### src/rtl/muxn_arb.sv
// N-channel valid/ready multiplexer with fixed-select or round-robin arbitration.
// One registered output stage; a new word loads whenever the stage is empty or draining.
module muxn_arb #(
  parameter int WIDTH = 32,
  parameter int NCH   = 4,
  parameter int SELW  = $clog2(NCH)
) (
  input  logic                 clk,
  input  logic                 rst_n,
  input  logic                 mode,
  input  logic [SELW-1:0]      sel,
  input  logic [NCH*WIDTH-1:0] in_data,
  input  logic [NCH-1:0]       in_valid,
  output logic [NCH-1:0]       in_ready,
  output logic [WIDTH-1:0]     out_data,
  output logic [SELW-1:0]      out_ch,
  output logic                 out_valid,
  input  logic                 out_ready
);

  logic             ld;
  logic             gnt_vld;
  logic [SELW-1:0]  gnt;
  logic [SELW-1:0]  ptr;
  logic [WIDTH-1:0] gnt_data;

  assign ld = !out_valid || out_ready;

  // Round-robin picks the valid channel at the smallest rotational distance past ptr.
  always_comb begin
    int best_d;
    int d;
    gnt_vld = 1'b0;
    gnt     = '0;
    best_d  = NCH;
    d       = 0;
    if (!mode) begin
      for (int i = 0; i < NCH; i++) begin
        if (sel == SELW'(i) && in_valid[i]) begin
          gnt_vld = 1'b1;
          gnt     = SELW'(i);
        end
      end
    end else begin
      for (int i = 0; i < NCH; i++) begin
        d = (i + NCH - 1 - int'(ptr)) % NCH;
        if (in_valid[i] && d < best_d) begin
          best_d  = d;
          gnt_vld = 1'b1;
          gnt     = SELW'(i);
        end
      end
    end
  end

  always_comb begin
    gnt_data = '0;
    for (int i = 0; i < NCH; i++) begin
      if (gnt == SELW'(i)) gnt_data = in_data[i*WIDTH +: WIDTH];
    end
  end

  assign in_ready = (rst_n && ld && gnt_vld) ? (NCH'(1) << gnt) : '0;

  always_ff @(posedge clk or negedge rst_n) begin
    if (!rst_n) begin
      out_valid <= 1'b0;
      out_data  <= '0;
      out_ch    <= '0;
      ptr       <= SELW'(NCH - 1);
    end else if (ld) begin
      out_valid <= gnt_vld;
      if (gnt_vld) begin
        out_data <= gnt_data;
        out_ch   <= gnt;
        if (mode) ptr <= gnt;
      end
    end
  end

endmodule

### config.mk
export PLATFORM = sky130hd
export DESIGN_NAME = muxn_arb
export DESIGN_NICKNAME = d
export VERILOG_FILES = /design/src/rtl/muxn_arb.sv
export SDC_FILE = /design/constraint.sdc
export NUM_CORES = 1
export LEC_CHECK = 0
export BUFFER_PORTS_ARGS = -buffer_cell sky130_fd_sc_hd__buf_2
export CAP_MARGIN = 20
export CORE_UTILIZATION = 30
export CTS_BUF_LIST = sky130_fd_sc_hd__clkbuf_8
export CTS_CLUSTER_SIZE = 20
export DETAILED_ROUTE_END_ITERATION = 10
export PLACE_DENSITY_LB_ADDON = 0.2
export SLEW_MARGIN = 15
export SYNTH_ARGS = -nofsm -noshare
export SYNTH_HDL_FRONTEND = slang
export SYNTH_SLANG_ARGS = --single-unit
### constraint.sdc
create_clock -name clk -period 6.34 [get_ports clk]
set_input_delay 0.634 -clock clk [delete_from_list [all_inputs] [get_ports clk]]
set_output_delay 0.634 -clock clk [all_outputs]
set_load 0.005 [all_outputs]
# Word-level counts from Yosys, hierarchy flattened
# Cells that the tools add are included.
# totals
ramBits	0
rom_bits	0
register_bits	37
input_bits	138
output_inout_bits	39
elab_cells	70
mem_count	0
latchBits	0
# classes
div	0
n_mux	27
n_shift	1
add_sub_neg	4
multipliers	0
n_eq_ne	6
order_cmp	4
n_bitwise	4
reduce_logical	20
# op_table
cell	count
2-to-1 mux 32 bit	10
less-than comparator 3 x 32 -> 1 bit	3
subtractor 3 x 2 -> 4 bit, first input constant	3
2-to-1 mux 1 bit	11
logical AND 1 bit	10
2-to-1 mux 2 bit	5
== test 2 bit, second input constant	4
OR reduction 2 bit	4
AND 1 bit	4
== test 2 x 1 -> 1 bit, second input constant	2
zero test 2 bit	2
less-than comparator 3 x 4 -> 1 bit, second input constant	1
2-to-1 mux 4 bit	1
<< shifter 1 x 2 -> 4 bit, first input constant	1
AND reduction 3 bit	1
subtractor 2 x 2 -> 3 bit, first input constant	1
AND reduction 2 bit	1
zero test 1 bit	1
logical OR 1 bit	1

# Longest topological paths before layout
# Gate-level depths: netlist (run 1).
# logic_depth
ltp_word	24
mapped_depth	20
depth_no_buf	18

# Worst setup path after synthesis (run 1)
# Ideal clock, no wire load.
# synth_timing
kind	input-to-output
start	in in_valid[0]
end	out in_ready[0]
path_stages	18
arrival_ns	3.750
required_time_ns	5.706
n_path_buf	3
path_slack_ns	1.956
cell_sequence	buf_4 -> nand2b_1 -> ha_1 -> nand3_1 -> and3_1 -> mux2_2 -> ha_1 -> and4b_1 -> a22oi_4 -> nand2_1 -> o21ai_0 -> ha_1 -> o211ai_2 -> a31oi_1 -> o221a_2 -> buf_6 -> buf_2 -> and3_1
# synth_via
elab_chain_len	17
word_cells_on_any_way	30
classes_between	3 x order compare; 1 x shift; 20 x mux; 6 x reduce/logical
# synth_lines
element	line	text
start: declaration	13	input logic [NCH-1:0] in_valid,
logical AND 1 bit	47	if (in_valid[i] && d < best_d) begin
2-to-1 mux 32 bit	47	
2-to-1 mux 32 bit	37	if (!mode) begin
less-than comparator 3 x 32 -> 1 bit	47	
logical AND 1 bit	47	
2-to-1 mux 32 bit	47	
2-to-1 mux 32 bit	37	
less-than comparator 3 x 32 -> 1 bit	47	
logical AND 1 bit	47	
2-to-1 mux 32 bit	47	
2-to-1 mux 32 bit	37	
less-than comparator 3 x 32 -> 1 bit	47	
logical AND 1 bit	47	
2-to-1 mux 2 bit or 2-to-1 mux 1 bit (tied branches)	47	
2-to-1 mux 2 bit or 2-to-1 mux 1 bit (tied branches)	37	
<< shifter 1 x 2 -> 4 bit or logical AND 1 bit (tied branches)	63	assign in_ready = (rst_n && ld && gnt_vld) ? (NCH'(1) << gnt) : '0;
2-to-1 mux 4 bit *	63	
end: declaration	14	output logic [NCH-1:0] in_ready,
# Mark *: on every way between the ends. The rest lies on a longest branch, timed or not. The select of a mux whose other input is x is not followed.

# Final worst setup path (run 1)
# layout_timing
start	reg ptr[0]
end	out in_ready[0]
# layout_via
elab_chain_len	21
word_cells_on_any_way	38
classes_between	4 x add/sub; 4 x order compare; 1 x shift; 16 x mux; 4 x bitwise; 9 x reduce/logical
# layout_lines
element	line	text
start: declaration	24	logic [SELW-1:0] ptr;
start signal: assignment	70	ptr <= SELW'(NCH - 1);
start signal: assignment	76	if (mode) ptr <= gnt;
subtractor 2 x 2 -> 3 bit	46	d = (i + NCH - 1 - int'(ptr)) % NCH;
OR reduction 2 bit (no line)	-	
AND 1 bit (no line)	-	
less-than comparator 3 x 4 -> 1 bit	47	
logical AND 1 bit	47	
2-to-1 mux 32 bit	47	
2-to-1 mux 32 bit	37	
less-than comparator 3 x 32 -> 1 bit	47	
(+5 left out)	-	
2-to-1 mux 32 bit	47	
2-to-1 mux 32 bit	37	
less-than comparator 3 x 32 -> 1 bit	47	
logical AND 1 bit	47	
2-to-1 mux 2 bit or 2-to-1 mux 1 bit (tied branches)	47	
2-to-1 mux 2 bit or 2-to-1 mux 1 bit (tied branches)	37	
<< shifter 1 x 2 -> 4 bit or logical AND 1 bit (tied branches)	63	
2-to-1 mux 4 bit *	63	
# Marks and branches as above.

==> summary.md, run 1 <==
| Metric | Value |
|---|---|
| Placer congestion estimate | 0.950 |
| Die Y | 94.8 um |
| Initial antenna violation count | 0 |
| Crit Path Category | flop to primary output |
| Pre-Repair DR Iteration Count | 4 |
| DRT Wirelength | 8410 um |
| Synth cell count leaders | 44 x a221oi_1, 38 x nand2_1, 35 x dfrtp_1, 32 x o21ai_1, 20 x a221oi_2 |
| Outcome | complete, no violations |
| Critical Path End Type | primary output |
| Final count of pins violating max slew | 0 |
| Worst path cell trace | xnor2_1, inv_1, ha_1, nand3_1, and3_1, mux2_2, ha_1, and4b_1, a22oi_4, nand2_1, o21ai_0, ha_1, o211ai_2, a31oi_1, o221a_2, and3_1, buf_2 |
| PnR worst setup slack | 1.25 ns |
| Detail Placement HPWL | around 6200 um |
| Setup Slack @ Placement | 1.40 ns |
| Top cells by area, synth | dfrtp_1 34%, a221oi_1 15%, a221oi_2 12% |
| Overall Power | 1.59 mW |
| Util after Layout | 43.3% |
| P_leak | 1.71 nW |
| Clock Sinks | 37 |
| F_max | 196 MHz |
| I/O Pins | 177 |
| Share of layout cells above drive strength 1 | 53.7% |
| Die Area | 0.00899 sq mm |
| Remaining antenna violation count after routing | 0 |
| Crit share post-route | 80.3% |
| CP required | 5.71 ns |
| Wire per inst | 16.0 um |
| Dpl cells | 518 |
| Synthesized area | 0.00258 sq mm |
| Unrepaired setup endpoints after global routing | false |
| Setup TNS | 0 ns |
| Cells after Synth | between 200 and 300 |
| Number of port buffers | roughly 180 |
| Mapped Nets | 400 |
| Slew at the pin closest to its max-slew limit | 0.904 ns |
| Min-delay worst type | primary input to async pin |
| TritonCTS clock tree | done |
| Maxcap violations | 0 |
| Async SR Flop Fraction | 100% |
| Leading area contributor after synthesis | dfrtp_1 |
| Number of distinct library cells after synthesis | 41 |
| #FFs+latches synth | 37 |
| Post-CTS Setup Bufs | 0 |
| CP arrival | 4.46 ns |
| Max transition margin | about two fifths |
| Vias in the first global route | 2654 |
| Largest net degree at the start of global routing | 41 |
| Num CTS Buffers | 5 |
| GR Overflow Total | 0 |
| Count leader, synth | a221oi_1 |
| N_diodes | 0 |
| Layout area overhead | 38.2% |
| Post-synthesis sequential area ratio | 35.9% |
| Overall die width | 94.8 um |
| Via density | 5.31 |
| Slowest cell on crit path | dfstp_2 |
| Non-Filler Instances | 526 |
| Clock buffer depth | 2 |
| Synth Area per Inst | 9.98 sq um |
| Root Driver | clkbuf_8 |
| Design Area, Final | 0.00357 sq mm |
| GR Util All Layers | 18.2% |
| Warnings, synthesis | 0 |
| Net count, final | 561 |
| Iter 0 DRT Violations | between 80 and 90 |
| First-pass GRT wire length | 12900 um |
| H-tree Lvls | 2 |
| Post-CTS Resized | 0 |
| DRC | 0 |
| Worst-skew pair later-pin latency | 0.28 ns |
| Routed via count | 2793 |
| Setup violations, final | 0 |
| Clock transition at the registers of the reported paths | 0.08 ns |
| Post-synth EDFFs | 0 |
| Crit path top cell by count | ha_1 |
| Peak VDD IR | roughly 0.00017 V |
| DP Area | about 0.0035 sq mm |
| Final hold viol count | 0 |
| Clock Skews | 0.00357 ns |
| # hold bufs at CTS | 0 |
| Row cnt | 33 |
| PwrDens | 446 mW/mm^2 |
| Top_reg_cell synth | dfrtp_1 |
| Starting Density | 31.3% |
| Final hold slack | 0.461 ns |
| CP Launch Type | flop |
| Post-layout min period | about 5.1 ns |
| Core footprint | between 0.008 and 0.009 sq mm |
| Critical Path Fanout Max | 21 |
| Post-synth top area share | 33.9% |
| Largest stage delay on the critical path | 0.59 ns |
## report_power, final
group	switching [mW]	total, mW	internal [mW]
registers	0.0641	0.425	0.361
logic	0.532	0.953	0.421
clock network	0.0882	0.216	0.128
## sequential cells by signal (all words and copies together) (netlist names)
register	cells
out_valid	1
out_data	32
ptr	2
out_ch	2
## final timing paths
path	slack [ns]	depth (start not counted)	from	end
min in group clk	0.48	1	out_ch[1]	out_ch[1]
max in group asynchronous	5.30	1	rst_n	out_data[12]
worst max-delay path	1.25	17	ptr[0]	in_ready[0]
worst min-delay path	0.46	1	rst_n	out_valid
worst min register to register	0.48	1	out_ch[1]	out_ch[1]
worst max register to register	1.72	19	ptr[0]	out_data[10]
## cell usage in the layout (no fill, tap or decap), drive strengths merged, types with 2 or more instances in the layout
cell / Yosys / routed
a21o: 2 / 2
a21oi: 4 / 4
a221oi: 64 / 64
a31oi: 3 / 3
and3: 3 / 3
buf: 24 / 183
clkbuf: 5 / 6
dfrtp: 35 / 35
dfstp: 2 / 2
ha: 3 / 3
inv: 5 / 5
mux2: 4 / 4
mux2i: 2 / 2
nand2: 38 / 38
nand2b: 4 / 4
nand3: 4 / 4
nor2: 3 / 3
o211ai: 2 / 2
o21ai: 37 / 37
## worst max-delay path: cells and delay by family (launching register included)
| kind | cells | cell delay (ns) |
|---|---|---|
| xor gates and xnor gates | 1 | 0.19 |
| adders and majority gates | 3 | 0.86 |
| muxes | 1 | 0.36 |
| AOI/OAI and AO/OA | 5 | 1.11 |
| and+or+nand+nor | 5 | 0.87 |
| buffers and inverters | 2 | 0.19 |
| DFF | 1 | 0.59 |
## area by class of cell
class | instances | area [sq um]
fill | 810 | 4680
multi-input combinational | 188 | 1440
timing repair buffer | 183 | 933
sequential | 37 | 928
tap | 105 | 131
clock buffer | 6 | 82.6
clock inverter | 2 | 37.5
inverter | 5 | 18.8
## per-layer routing
metal	track usage, %	part of all wire [%]	vias to the layer above
met5	0	0	-
met4	3.41	0.73	0
met3	3.95	8.3	6
met2	32.6	49	135
met1	22.6	42	1291
li1	-	-	1361
## cells by family (layout without fill, tap and decap cells)
| group | count (synthesis) | after routing | synth area share (%) |
|---|---|---|---|
| multiplexers | 6 | 6 | 2.52 |
| AND/OR/NAND/NOR | 59 | 59 | 10.4 |
| buffers and inverters | 34 | 196 | 9.10 |
| XOR/XNOR | 1 | 1 | 0.339 |
| flip-flops | 37 | 37 | 35.9 |
| adder cells (fa/ha/maj) | 3 | 3 | 1.45 |
| AO/OA/AOI/OAI | 119 | 119 | 40.3 |
Note: power is estimated with default switching activity, not from simulation.
==> run 2: changes to the inputs <==
clock period = 4.5 ns   (was 6.34 ns; I/O delays follow)
==> run 2 against run 1 <==
Compared with the run above: flip-flop and latch count stayed put; combinational power grew 72%; worst setup slack got worse by 1.1 ns; worst hold slack got worse by 0.19 ns; die area unchanged; sequential share of layout area down 1.2 points; critical path depth grew 1; cell count rose by 2.3%; core utilization grew 2.2 points; global-route usage rose by 0.43 points; via count is 3.3% higher; wire length increased by 6.4%; critical endpoint is now in_ready[1].
==> summary.md, run 2 (same netlist as run 1, synthesis figures left out) <==
| Metric | Value |
|---|---|
| Outcome | complete, no violations |
| Slowest cell on crit path | dfstp_2 |
| CP Launch Type | flop |
| Register area | 928 sq um |
| Crit share post-route | 95.9% |
| Num CTS Buffers | 5 |
| Most frequent cells in the layout | 176 x buf_2, 44 x a221oi_1, 37 x nand2_1, 35 x dfrtp_1, 32 x o21ai_1 |
| Final hold viol count | 0 |
| Area occupied by multi-input gates | roughly 0.0016 sq mm |
| Starting Density | a little under a third |
| Slew at the pin closest to its max-slew limit | 0.907 ns |
| Net switching power | 1.08 mW |
| DRT met1 WL | 3740 um |
| N_diodes | 0 |
| Maxcap violations | 0 |
| Critical Path Fanout Max | 4 |
| PwrDens | about 660 mW/mm^2 |
| Comb pwr share | 66.3% |
| DP Area | 0.00347 sq mm |
| Clock share of power | 9.5% |
| Clock Skews | 0.00705 ns |
| Overall Power | 2.48 mW |
| Die Area | around 0.009 sq mm |
| Setup Slack @ Placement | 0.0688 ns |
| Max reg flops | 32 |
| Share of layout cells above drive strength 1 | about 58% |
| Fill cells | 832 |
| I/O Pins | about 180 |
| Setup violations, final | 0 |
| GR Util All Layers | between 10% and 20% |
| Largest stage delay on the critical path | approximately 0.60 ns |
| Most common cell after layout, fill and taps aside | buf_2 |
| Detail Placement HPWL | 6510 um |
| WL met3 | 651 um |
| GR Overflow Total | 0 |
| Initial antenna violation count | 0 |
| Peak VDD IR | 0.000324 V |
| Crit Path Category | flop to primary output |
| Worst-skew pair later-pin latency | just under 0.3 ns |
| Clock buffer depth | 2 |
| Largest regs | out_data x32, out_ch x2, ptr x2 |
| Worst path cell trace | xnor2_4, inv_2, ha_4, nand3_1, and3_4, mux2_4, ha_4, o22ai_4, a22oi_4, o21ai_2, ha_4, inv_1, a31oi_1, o211ai_1, buf_4, a21oi_4, and3_1, buf_2 |
| Final count of pins violating max slew | 0 |
| Clock Sinks | 37 |
| Vias in the first global route | roughly 2600 |
| TritonCTS clock tree | done |
| Design Area, Final | 0.00375 sq mm |
| Worst Path Buf+Inv | 4 |
| Crit path top cell by count | ha_4 |
| Net count, final | 573 |
| Min-delay worst type | primary input to async pin |
| Layout area overhead | 45.2% |
| CP required | 4.05 ns |
| Die Y | 94.8 um |
| Metal2 WL | roughly 4400 um |
| Root Driver | clkbuf_8 |
| Overall die width | 94.8 um |
| F_max | 232 MHz |
| Post-layout min period | approximately 4.3 ns |
| Number of port buffers | 176 |
| Remaining antenna violation count after routing | 0 |
| Highest routed layer | met4 |
| Reg2reg start | ptr[1] |
| PnR worst setup slack | approximately 0.19 ns |
| Core footprint | 0.00826 sq mm |
| Iter 0 DRT Violations | 63 |
| Max transition margin | between 30% and 40% |
| Pre-Repair DR Iteration Count | 4 |
| Worst Setup SP | ptr[1] |
| Row cnt | 33 |
| Clock transition at the registers of the reported paths | 0.08 ns |
| Wire per inst | 16.6 um |
| Routed via count | 2885 |
| DRC | 0 |
| First-pass GRT wire length | roughly 13000 um |
| H-tree Lvls | 2 |
| Register name with the most flops | out_data |
| Switching share of power | between 40% and 50% |
| Sequential power share | about a quarter |
| Crit path max-delay family | adder cells |
| Via density | 5.36 |
| Pint | approximately 1.4 mW |
| CP arrival | about 3.9 ns |
| P_leak | 1.78 nW |
| Setup TNS | 0 ns |
| DRT Wirelength | 8950 um |
| Util after Layout | 45.5% |
| Largest net degree at the start of global routing | 41 |
| Critical Path End Type | primary output |
| Placer congestion estimate | 0.829 |
[run 2: changes by cell type in the layout (fill, tap and decap cells not counted), moves of 2 or more]
cell      before  now
clkinv_2       0    2
ha_4           0    3
buf_4          7   18
ha_1           3    0
[run 2: area by class of cell]
type                            instances  area share (%)
Multi-Input combinational cell        188            41.4
Timing Repair Buffer                  195            27.6
Sequential cell                        37            24.7
Tap cell                              105            3.50
Clock buffer                            5            1.83
Inverter                                5           0.500
Clock inverter                          3           0.467
[run 2: worst register-to-register path, cell delays in order (launching register included)]
cell and delay, ns:
dfstp_2 0.60, xnor2_4 0.14, inv_2 0.06, ha_4 0.27, nand3_1 0.07, and3_4 0.21
mux2_4 0.33, ha_4 0.29, o22ai_4 0.08, a22oi_4 0.25, o21ai_2 0.10, ha_4 0.28
inv_1 0.05, a31oi_1 0.14, o211ai_1 0.10, buf_4 0.16, and3b_2 0.19, buf_4 0.26
a221oi_1 0.36, o21ai_1 0.11
[run 2: metal layers]
layer	up-vias	global-route usage, %
li1	1383	-
met5	-	0
met3	10	3.86
met4	0	5.30
met2	119	33.2
met1	1373	22.6
[run 2: power by group through the flow]
stage                     registers, mW  clock network, mW  logic (mW)
final                             0.600              0.237        1.64
after global routing              0.623              0.255        1.81
after CTS                         0.596              0.248        1.48
after detailed placement          0.606                  0        1.38
after global placement            0.601                  0        1.35
after floorplan                   0.615                  0       0.946
[run 2: path summary, 6_finish.rpt]
kind / slack [ns] / cells past startpoint / endpoint
max: 0.19 / 18 / in_ready[1]
max reg2reg: 0.33 / 19 / out_data[24]
min: 0.27 / 1 / out_valid
min in group clk: 0.43 / 3 / out_data[31]
min reg2reg: 0.48 / 1 / out_ch[1]
max in group asynchronous: 3.65 / 1 / out_data[8]
[run 2: what timing repair did]
item | CTS | global route
hold buffers | 0 | 0
pin swaps | 2 | 8
buffers inserted | 5 | 5
endpoints found under the setup margin | 4 | 26
resized for setup | 6 | 13
endpoints found under the hold margin | 0 | 0
[run 2: per-stage QoR]
| stage | instances | hold slack (ns) |
|---|---|---|
| 3_3_place_gp | 520 | 0.457 |
| 6_report | 538 | 0.272 |
| 2_1_floorplan | 259 | 0.154 |
| 5_1_grt | 538 | 0.357 |
| 4_1_cts | 533 | 0.330 |
| 3_5_place_dp | 520 | 0.465 |
==> run 3: changes to the inputs <==
CORE_MARGIN = 10   (was unset)
clock period = 3.7 ns   (was 4.5 ns; I/O delays follow)
==> run 3 against run 2 <==
Compared with the run above: the run now ends with setup timing left; clock power is 27% higher; core utilization up 7.3 points; sequential share of layout area down 3.5 points; critical path depth up 1; first-iteration DRC count is 140% higher.
==> summary.md, run 3 (same netlist as run 1, synthesis figures left out) <==
| Metric | Value |
|---|---|
| Unrepaired setup endpoints after global routing | true |
| Crit share post-route | 111% |
| CP Launch Type | flop |
| Reg2reg path depth | 21 |
| P_leak | 2.07 nW |
| Via density | 5.37 |
| Row cnt | 33 |
| Net count, final | 598 |
| Crit Path Category | flop to primary output |
| TritonCTS clock tree | done |
| Initial antenna violation count | 0 |
| Final count of pins violating max slew | 0 |
| Die Y | about 110 um |
| Outcome | finished with violations |
| Critical Path Fanout Max | 3 |
| CP required | 3.33 ns |
| Vias in the first global route | ~3300 |
| Final hold viol count | 0 |
| Share of layout cells above drive strength 1 | 68.1% |
| Pre-Repair DR Iteration Count | 4 |
| Failing checks | setup timing |
| GR Overflow Total | 0 |
| DRT Wirelength | ~11000 um |
| H-tree Lvls | 2 |
| Die Area | 0.0127 sq mm |
| Root Driver | clkbuf_8 |
| Most frequent cells in the layout | 173 x buf_2, 55 x a221oi_2, 38 x nand2_1, 35 x dfrtp_1, 32 x o21ai_1 |
| Detail Placement HPWL | approximately 8200 um |
| Clock Skews | 0.00359 ns |
| DRC | 0 |
| Max transition margin | between 60% and 70% |
| I/O Pins | 177 |
| Max reg flops | 32 |
| Peak VDD IR | 0.000369 V |
| Fill cells | 781 |
| Core footprint | a little over 0.008 sq mm |
| Register name with the most flops | out_data |
| Setup violations, final | 37 |
| Starting Density | 31.1% |
| Wire per inst | around 20 um |
| N_diodes | 0 |
| Num CTS Buffers | 5 |
| DP Area | roughly 0.0038 sq mm |
| Slew at the pin closest to its max-slew limit | 0.515 ns |
| Layout area overhead | 69.4% |
| PnR worst setup slack | -0.413 ns |
| Remaining antenna violation count after routing | 0 |
| Hold path cells | 3 |
| Min-delay worst type | primary input to flop |
| Overall die width | 113 um |
| Design Area, Final | 0.00438 sq mm |
| Iter 0 DRT Violations | 151 |
| Largest regs | out_data x32, out_ch x2, ptr x2 |
| Final hold slack | 0.354 ns |
| CP arrival | ~3.7 ns |
| GR Util All Layers | approximately 16% |
| Critical Path End Type | primary output |
| Maxcap violations | 0 |
| F_max | roughly 240 MHz |
| Worst-skew pair later-pin latency | 0.28 ns |
| Most common cell after layout, fill and taps aside | buf_2 |
| First-pass GRT wire length | 17200 um |
| Largest net degree at the start of global routing | 41 |
| Routed via count | approximately 3000 |
| Clock buffer depth | 2 |
| Placer congestion estimate | 0.858 |
| Clock transition at the registers of the reported paths | 0.08 ns |
| PwrDens | 796 mW/mm^2 |
| Util after Layout | 52.8% |
| Clock Sinks | 37 |
| Post-layout min period | 4.11 ns |
| Number of port buffers | around 180 |
-- run 3: cell types whose count changed in the layout (fill, tap and decap cells not counted), moves of 3 or more --
cell,change
a221oi_4,+3
buf_4,+10
buf_2,-3
a221oi_1,-38
a221oi_2,+35
buf_12,+3
buf_16,+4
buf_6,+7
-- run 3: power breakdown --
group / switching, mW / internal, mW
sequential: 0.103 / 0.618
combinational: 1.22 / 1.25
clock: 0.149 / 0.151
total: 1.47 / 2.02
-- run 3: path summary, 6_finish.rpt --
path | start | to | slack (ns)
setup reg to reg | ptr[1] | out_data[30] | -0.21
hold / removal | in_data[13] | out_data[13] | 0.35
setup / recovery | ptr[1] | in_ready[0] | -0.41
hold reg to reg | out_data[14] | out_data[14] | 0.48
min in group asynchronous | rst_n | out_data[31] | 0.47
max in group asynchronous | rst_n | out_data[9] | 2.52
-- run 3: area by class of cell --
type	instances	area (sq um)	area share, %
multi-input combinational	188	1780	40.7
clock inverter	2	13.8	0.314
clock buffer	6	82.6	1.89
tap	105	131	3.00
inverter	5	18.8	0.429
timing repair buffer	220	1420	32.4
sequential	37	928	21.2
-- run 3: metal layers --
metal / vias up / GRT usage, % / wire length, um
li1: 1445 / - / -
met1: 1441 / 18.9 / 4610
met2: 129 / 28.5 / 5840
met3: 8 / 4.86 / 903
met4: 0 / 3.21 / 106
met5: - / 0 / 0
-- run 3: per-stage QoR --
stage / std cells / total power [mW] / TNS (ns) / setup slack, ns
floorplan: 259 / 2.08 / -2.17 / -0.154
global placement: 539 / 2.75 / -3.96 / -0.189
detailed placement: 539 / 2.77 / -6.20 / -0.239
CTS: 559 / 3.38 / -8.86 / -0.444
global route: 563 / 3.76 / -15.26 / -0.595
finish: 563 / 3.49 / -7.35 / -0.413
-- run 3: what timing repair did --
| item | in CTS | in global routing |
|---|---|---|
| endpoints found under the setup margin | 36 | 39 |
| pin swaps | 17 | 14 |
| hold endpoints to repair | 1 | 0 |
| buffers inserted | 8 | 1 |
| gates cloned | 3 | 4 |
| resized for setup | 34 | 15 |
| hold buffers | 1 | 0 |
-- run 3: critical path: stages (launching register included) --
cell and delay (ns):
dfstp_2 0.56, xnor2_2 0.12, inv_2 0.06, ha_4 0.26, nand3_2 0.05, and3_4 0.17
mux2_4 0.32, ha_4 0.18, and4b_2 0.31, a22oi_4 0.07, nand2_1 0.08, o21ai_2 0.05
ha_1 0.30, inv_1 0.05, a31oi_1 0.13, o211ai_1 0.11, buf_4 0.16, a21oi_4 0.17
and3_4 0.21, buf_6 0.09
